==> src/rtl/afifo_rx_ctrl_v2_if.sv <==
// Read-side bundle of the asynchronous FIFO: reader handshake, storage port and pointer exchange.
interface afifo_rx_ctrl_v2_if #(
   parameter int unsigned DATA_WIDTH = 32,
   parameter int unsigned ADDR_WIDTH = 4
);
   logic                  REN;
   logic                  UF_CLR;
   logic [ADDR_WIDTH:0]   W_PTR_GRAY;
   logic [DATA_WIDTH-1:0] R_DATA_Tx;
   logic [DATA_WIDTH-1:0] R_DATA;
   logic                  R_VALID;
   logic                  R_EMPTY;
   logic                  R_AEMPTY;
   logic [ADDR_WIDTH:0]   R_LEVEL;
   logic                  R_UNDERFLOW;
   logic [ADDR_WIDTH:0]   R_PTR_GRAY;
   logic [ADDR_WIDTH-1:0] R_ADDR;

   modport slave (
      input  REN, UF_CLR, W_PTR_GRAY, R_DATA_Tx,
      output R_DATA, R_VALID, R_EMPTY, R_AEMPTY, R_LEVEL, R_UNDERFLOW, R_PTR_GRAY, R_ADDR
   );

   modport master (
      output REN, UF_CLR, W_PTR_GRAY, R_DATA_Tx,
      input  R_DATA, R_VALID, R_EMPTY, R_AEMPTY, R_LEVEL, R_UNDERFLOW, R_PTR_GRAY, R_ADDR
   );
endinterface

==> src/rtl/afifo_rx_ctrl_v2.sv <==
// Read-domain controller of the async FIFO: Gray write-pointer sync, wrap-bit read pointer,
// registered or first-word-fall-through output, level / almost-empty / sticky underflow.
module afifo_rx_ctrl_v2 #(
   parameter int unsigned DATA_WIDTH = 32,
   parameter int unsigned ADDR_WIDTH = 4,
   parameter int unsigned SYNC_STAGE = 2,
   parameter int unsigned FWFT       = 0,
   parameter int unsigned AEMPTY_TH  = 2
) (
   input logic               CLK,
   input logic               RST,
   afifo_rx_ctrl_v2_if.slave bus
);
   localparam int unsigned   PW   = ADDR_WIDTH + 1;
   localparam logic [PW-1:0] AeTh = PW'(AEMPTY_TH);

   logic [PW-1:0]         sync_q [SYNC_STAGE];
   logic [PW-1:0]         w_gray_s, w_bin_s;
   logic [PW-1:0]         r_bin_q, r_bin_d, r_gray_q, r_gray_d;
   logic [DATA_WIDTH-1:0] r_data_q, r_data_d;
   logic                  r_valid_q, r_valid_d, uf_q, uf_d;
   logic                  mem_empty, pop, r_empty;
   logic [PW-1:0]         mem_level, level;

   always_ff @(posedge CLK) begin
      if (RST) begin
         for (int i = 0; i < SYNC_STAGE; i++) sync_q[i] <= '0;
      end else begin
         sync_q[0] <= bus.W_PTR_GRAY;
         for (int i = 1; i < SYNC_STAGE; i++) sync_q[i] <= sync_q[i-1];
      end
   end

   assign w_gray_s = sync_q[SYNC_STAGE-1];

   // Gray to binary: each bit is the XOR of all Gray bits at or above it.
   always_comb begin
      w_bin_s = '0;
      for (int i = 0; i < PW; i++) w_bin_s[i] = ^(w_gray_s >> i);
   end

   always_comb begin
      mem_empty = (w_gray_s == r_gray_q);
      mem_level = w_bin_s - r_bin_q;
      if (FWFT != 0) begin
         // Load whenever the head register is free or being consumed this cycle.
         pop       = ~mem_empty & (~r_valid_q | bus.REN);
         r_valid_d = pop | (r_valid_q & ~bus.REN);
         r_empty   = ~r_valid_q;
         level     = mem_level + PW'(r_valid_q);
      end else begin
         pop       = bus.REN & ~mem_empty;
         r_valid_d = pop;
         r_empty   = mem_empty;
         level     = mem_level;
      end
      r_bin_d  = r_bin_q + PW'(pop);
      r_gray_d = r_bin_d ^ (r_bin_d >> 1);
      r_data_d = pop ? bus.R_DATA_Tx : r_data_q;
      // Set has priority over clear.
      uf_d     = (bus.REN & r_empty) | (uf_q & ~bus.UF_CLR);
   end

   always_ff @(posedge CLK) begin
      if (RST) begin
         r_bin_q   <= '0;
         r_gray_q  <= '0;
         r_data_q  <= '0;
         r_valid_q <= 1'b0;
         uf_q      <= 1'b0;
      end else begin
         r_bin_q   <= r_bin_d;
         r_gray_q  <= r_gray_d;
         r_data_q  <= r_data_d;
         r_valid_q <= r_valid_d;
         uf_q      <= uf_d;
      end
   end

   assign bus.R_DATA      = r_data_q;
   assign bus.R_VALID     = r_valid_q;
   assign bus.R_EMPTY     = r_empty;
   assign bus.R_LEVEL     = level;
   assign bus.R_AEMPTY    = (level <= AeTh);
   assign bus.R_UNDERFLOW = uf_q;
   assign bus.R_PTR_GRAY  = r_gray_q;
   assign bus.R_ADDR      = r_bin_q[ADDR_WIDTH-1:0];
endmodule

==> src/flat_wrapper.sv <==
// flat-port wrapper written by rule: the top's interface ports become plain ports
module afifo_rx_ctrl_v2_flat 
#(
   parameter int unsigned DATA_WIDTH = 32,
   parameter int unsigned ADDR_WIDTH = 4,
   parameter int unsigned SYNC_STAGE = 2,
   parameter int unsigned FWFT       = 0,
   parameter int unsigned AEMPTY_TH  = 2
)
  (CLK, RST, bus_REN, bus_UF_CLR, bus_W_PTR_GRAY, bus_R_DATA_Tx, bus_R_DATA, bus_R_VALID, bus_R_EMPTY, bus_R_AEMPTY, bus_R_LEVEL, bus_R_UNDERFLOW, bus_R_PTR_GRAY, bus_R_ADDR);
  afifo_rx_ctrl_v2_if #(.DATA_WIDTH(DATA_WIDTH), .ADDR_WIDTH(ADDR_WIDTH)) bus_i ();
  input logic CLK;
  input logic RST;
  input wire logic [$bits(bus_i.REN)-1:0] bus_REN;
  input wire logic [$bits(bus_i.UF_CLR)-1:0] bus_UF_CLR;
  input wire logic [$bits(bus_i.W_PTR_GRAY)-1:0] bus_W_PTR_GRAY;
  input wire logic [$bits(bus_i.R_DATA_Tx)-1:0] bus_R_DATA_Tx;
  output wire logic [$bits(bus_i.R_DATA)-1:0] bus_R_DATA;
  output wire logic [$bits(bus_i.R_VALID)-1:0] bus_R_VALID;
  output wire logic [$bits(bus_i.R_EMPTY)-1:0] bus_R_EMPTY;
  output wire logic [$bits(bus_i.R_AEMPTY)-1:0] bus_R_AEMPTY;
  output wire logic [$bits(bus_i.R_LEVEL)-1:0] bus_R_LEVEL;
  output wire logic [$bits(bus_i.R_UNDERFLOW)-1:0] bus_R_UNDERFLOW;
  output wire logic [$bits(bus_i.R_PTR_GRAY)-1:0] bus_R_PTR_GRAY;
  output wire logic [$bits(bus_i.R_ADDR)-1:0] bus_R_ADDR;
  assign bus_i.REN = bus_REN;
  assign bus_i.UF_CLR = bus_UF_CLR;
  assign bus_i.W_PTR_GRAY = bus_W_PTR_GRAY;
  assign bus_i.R_DATA_Tx = bus_R_DATA_Tx;
  assign bus_R_DATA = bus_i.R_DATA;
  assign bus_R_VALID = bus_i.R_VALID;
  assign bus_R_EMPTY = bus_i.R_EMPTY;
  assign bus_R_AEMPTY = bus_i.R_AEMPTY;
  assign bus_R_LEVEL = bus_i.R_LEVEL;
  assign bus_R_UNDERFLOW = bus_i.R_UNDERFLOW;
  assign bus_R_PTR_GRAY = bus_i.R_PTR_GRAY;
  assign bus_R_ADDR = bus_i.R_ADDR;
  afifo_rx_ctrl_v2 #(.DATA_WIDTH(DATA_WIDTH), .ADDR_WIDTH(ADDR_WIDTH), .SYNC_STAGE(SYNC_STAGE), .FWFT(FWFT), .AEMPTY_TH(AEMPTY_TH)) u_core (.CLK(CLK), .RST(RST), .bus(bus_i));
endmodule
==> config.mk <==
export PLATFORM = sky130hd
export DESIGN_NAME = afifo_rx_ctrl_v2_flat
export DESIGN_NICKNAME = d
export VERILOG_FILES = /design/src/rtl/afifo_rx_ctrl_v2_if.sv /design/src/rtl/afifo_rx_ctrl_v2.sv /design/src/flat_wrapper.sv
export SDC_FILE = /design/constraint.sdc
export NUM_CORES = 1
export LEC_CHECK = 0
export BUFFER_PORTS_ARGS = -buffer_cell sky130_fd_sc_hd__clkbuf_2
export CAP_MARGIN = 15
export CORE_MARGIN = 2
export CORE_UTILIZATION = 53
export CTS_CLUSTER_SIZE = 12
export DETAILED_ROUTE_END_ITERATION = 10
export HOLD_SLACK_MARGIN = 0.05
export PLACE_DENSITY = 0.89
export SETUP_SLACK_MARGIN = 0.3
export SKIP_LAST_GASP = 1
export SYNTH_ARGS = -nofsm -noshare
export SYNTH_HDL_FRONTEND = slang
export SYNTH_SLANG_ARGS = --single-unit
==> constraint.sdc <==
create_clock -name CLK -period 4 [get_ports CLK]
set_input_delay 0.8 -clock CLK [delete_from_list [all_inputs] [get_ports CLK]]
set_output_delay 0.8 -clock CLK [all_outputs]
set_load 0.02 [all_outputs]
==> metrics.cfg <==
[outcome]
outcome = completed

[layout]
design_area_um2 = 3900
drive_gt1_frac = 0.391
utilization = 0.663
area_growth_pct = 21.2
antenna_cells = 0
nets = 451

[timing]
fin_crit_sh = 0.914
fmax_ghz = 0.273
hold_viol_final = 0
relSlewSlack = 0.418
tns_ns = 0
fin_hold_ws_ns = 0.446
finalClockSkew_ns = 0.00584
post-route-worst-setup-slack_ns = 0.343
slew_violations = 0
rsz0062_at_grt = true
min_period_ns = 3.66
tightest_slew_ns = 0.871
setup_viol = 0

[clock_tree]
numCtsBuffers = 5
htree_levels = 2
cts.sinks = 53
cts_root_buf = clkbuf_8
path_clk_slew_ns = 0.10
ctsLongestPathBuffers = 2
hold_buffers = 0
cts_tree = built
clkLatencyLatePin_ns = 0.31

[synthesis]
synthTopCellsByArea = dfxtp_1 33%, a41oi_2 14%, o221ai_1 8.7%, nand3b_1 7.5%, nand2b_1 6.6%
syn_nets = 376
ys_ff_latch = 53
synth_edf_count = 0
synthArstFlopShare = 0
ys_seq_area_frac = 0.330
synth_top_family_by_area = compound AO/OA/AOI/OAI gates
synth_ff_type = dfxtp_1
synth-xor-area-share = 0.0610
synth_area_leader_cell = dfxtp_1
synthMuxAreaShare = 0.00350
syn_avg_cell_area_um2 = 9.81
synthAdderAreaFrac = 0.0295
syn_area_um2 = 3220
yosys_warnings = 0
synth.distinct_cells = 32
syn-instance-count = 328
netlist.area_leader.share = 0.330
synthSimpleGateAreaFrac = 0.191
synth_compound_area_frac = 0.320
synth_commonest_cells = 53 x dfxtp_1, 34 x nand2b_1, 32 x a31oi_1, 32 x nand3b_1, 32 x o221ai_1
yosysMostFrequentCell = dfxtp_1

[critical_path]
cp.required_ns = 3.20
crit_fanout = 2
worstSetupPathType = reg -> out
crit_arrival_ns = 2.86
start_kind = register
endpoint_kind = output pin

[drt]
vias = 2946
wire_per_inst_um = 17.2
dr.first_iter.drc_count = 229
wl_um = 8250
drc = 0
antenna_left = 0
vias_per_cell = 6.15
dr.pass1.iters = 4

[floorplanning]
rows = 28
die-height_um = 81.9
io_pins = 91
die_w_um = 81.9
initial_core_util = 0.547
core_um2 = 5890
die_area_um2 = 6710

[placement]
pre_cts_ws_ns = 0.231
place_area_um2 = 3670
dp_hpwl_um = 5220
port_buffers = 90
gp_congestion = 0.802

[grt]
grt_pass1_wl_um = 12700
grt_pass1_vias = 2742
grt_max_degree = 66
antenna_found_initial = 0
gr-usage-all-layers = 0.241
grt-ovfl-total = 0

[job]
cap_violations = 0

[hold_path]
hold_path_class = reg -> reg

[power_and_ir_drop]
ir_drop_uv = 241
power_density_nw_per_um2 = 459
p_leak_nw = 1.44

==> kinds of logic (layout without fill, tap and decap cells) <==
group | after synthesis | count (layout)
compound gates | 106 | 106
xor+xnor | 19 | 19
flops | 53 | 53
buf+inv | 46 | 122
simple gates | 96 | 96
mux | 1 | 1
fa+ha+maj | 7 | 7
==> power breakdown <==
part / internal (W) / switching [W]
combinational: 0.000255 / 0.000460
sequential: 0.000612 / 0.0000791
clock: 0.000204 / 0.000179
total: 0.00107 / 0.000718
==> per-layer routing <==
metal  GRT usage  share of wire  up-vias
met2       0.410           0.52      109
met1       0.309           0.42     1418
met4      0.0817          0.013        0
met5           0              0        -
li1            -              -     1408
met3      0.0407          0.055       11
==> registers in the layout, summed over array words and instances (netlist names) <==
signal	cells
u_core.bus.R_DATA	32
u_core.bus.R_VALID	1
u_core.r_bin_q	4
u_core.bus.R_UNDERFLOW	1
u_core.sync_q	10
u_core.bus.R_PTR_GRAY	5
==> worst max-delay path, cell delays in order, from the launching register on <==
cell and delay, ns:
dfxtp_4 0.37, xor2_4 0.19, xor2_2 0.22, xor2_2 0.18
xnor2_1 0.14, ha_2 0.20, inv_1 0.05, fa_2 0.33
a21o_1 0.19, a21oi_2 0.14, xnor2_1 0.11, a2111oi_2 0.23
buf_4 0.20
==> final cells by class <==
cell class / count / area [µm²]
clock inverters: 2 / 37.5
multi-input cells: 229 / 2010
clock buffers: 6 / 82.6
flip-flops and latches: 53 / 1070
well taps: 75 / 93.8
inverters: 7 / 26.3
repair buffers: 107 / 583
fillers: 465 / 1980
==> final timing paths <==
path | depth (start not counted) | slack, ns | start | end
hold reg to reg | 1 | 0.45 | u_core.sync_q[0][0]$_SDFF_PP0_ | u_core.sync_q[0][5]$_SDFF_PP0_
setup reg to reg | 10 | 1.15 | u_core.sync_q[0][6]$_SDFF_PP0_ | u_core.bus.R_PTR_GRAY[3]$_SDFF_PP0_
setup / recovery | 12 | 0.34 | u_core.sync_q[0][9]$_SDFF_PP0_ | bus_R_AEMPTY
hold / removal | 1 | 0.45 | u_core.sync_q[0][0]$_SDFF_PP0_ | u_core.sync_q[0][5]$_SDFF_PP0_
==> layout by cell type (no fill, tap or decap), types with 6 or more instances in the layout <==
| master | instances |
|---|---|
| a31oi_1 | 32 |
| clkbuf_8 | 6 |
| buf_4 | 19 |
| dfxtp_1 | 51 |
| inv_1 | 6 |
| o221ai_1 | 32 |
| nand2b_1 | 34 |
| nor2b_1 | 12 |
| clkbuf_2 | 88 |
| a41oi_2 | 28 |
| nand3b_1 | 32 |
| xnor2_1 | 8 |
==> metrics by stage <==
stage / total power [W] / cells
2_1_floorplan: 0.00119 / 328
3_3_place_gp: 0.00136 / 462
3_5_place_dp: 0.00139 / 462
4_1_cts: 0.00178 / 476
5_1_grt: 0.00189 / 479
6_report: 0.00179 / 479
==> repair_timing <==
item                                   in CTS  in global routing
setup endpoints to repair                   2                  2
endpoints found under the hold margin       0                  0
resized for setup                          10                  3
pin swaps                                   4                  1
buffers inserted                            6                  3
No activity file was read; power rests on OpenSTA's default activity.
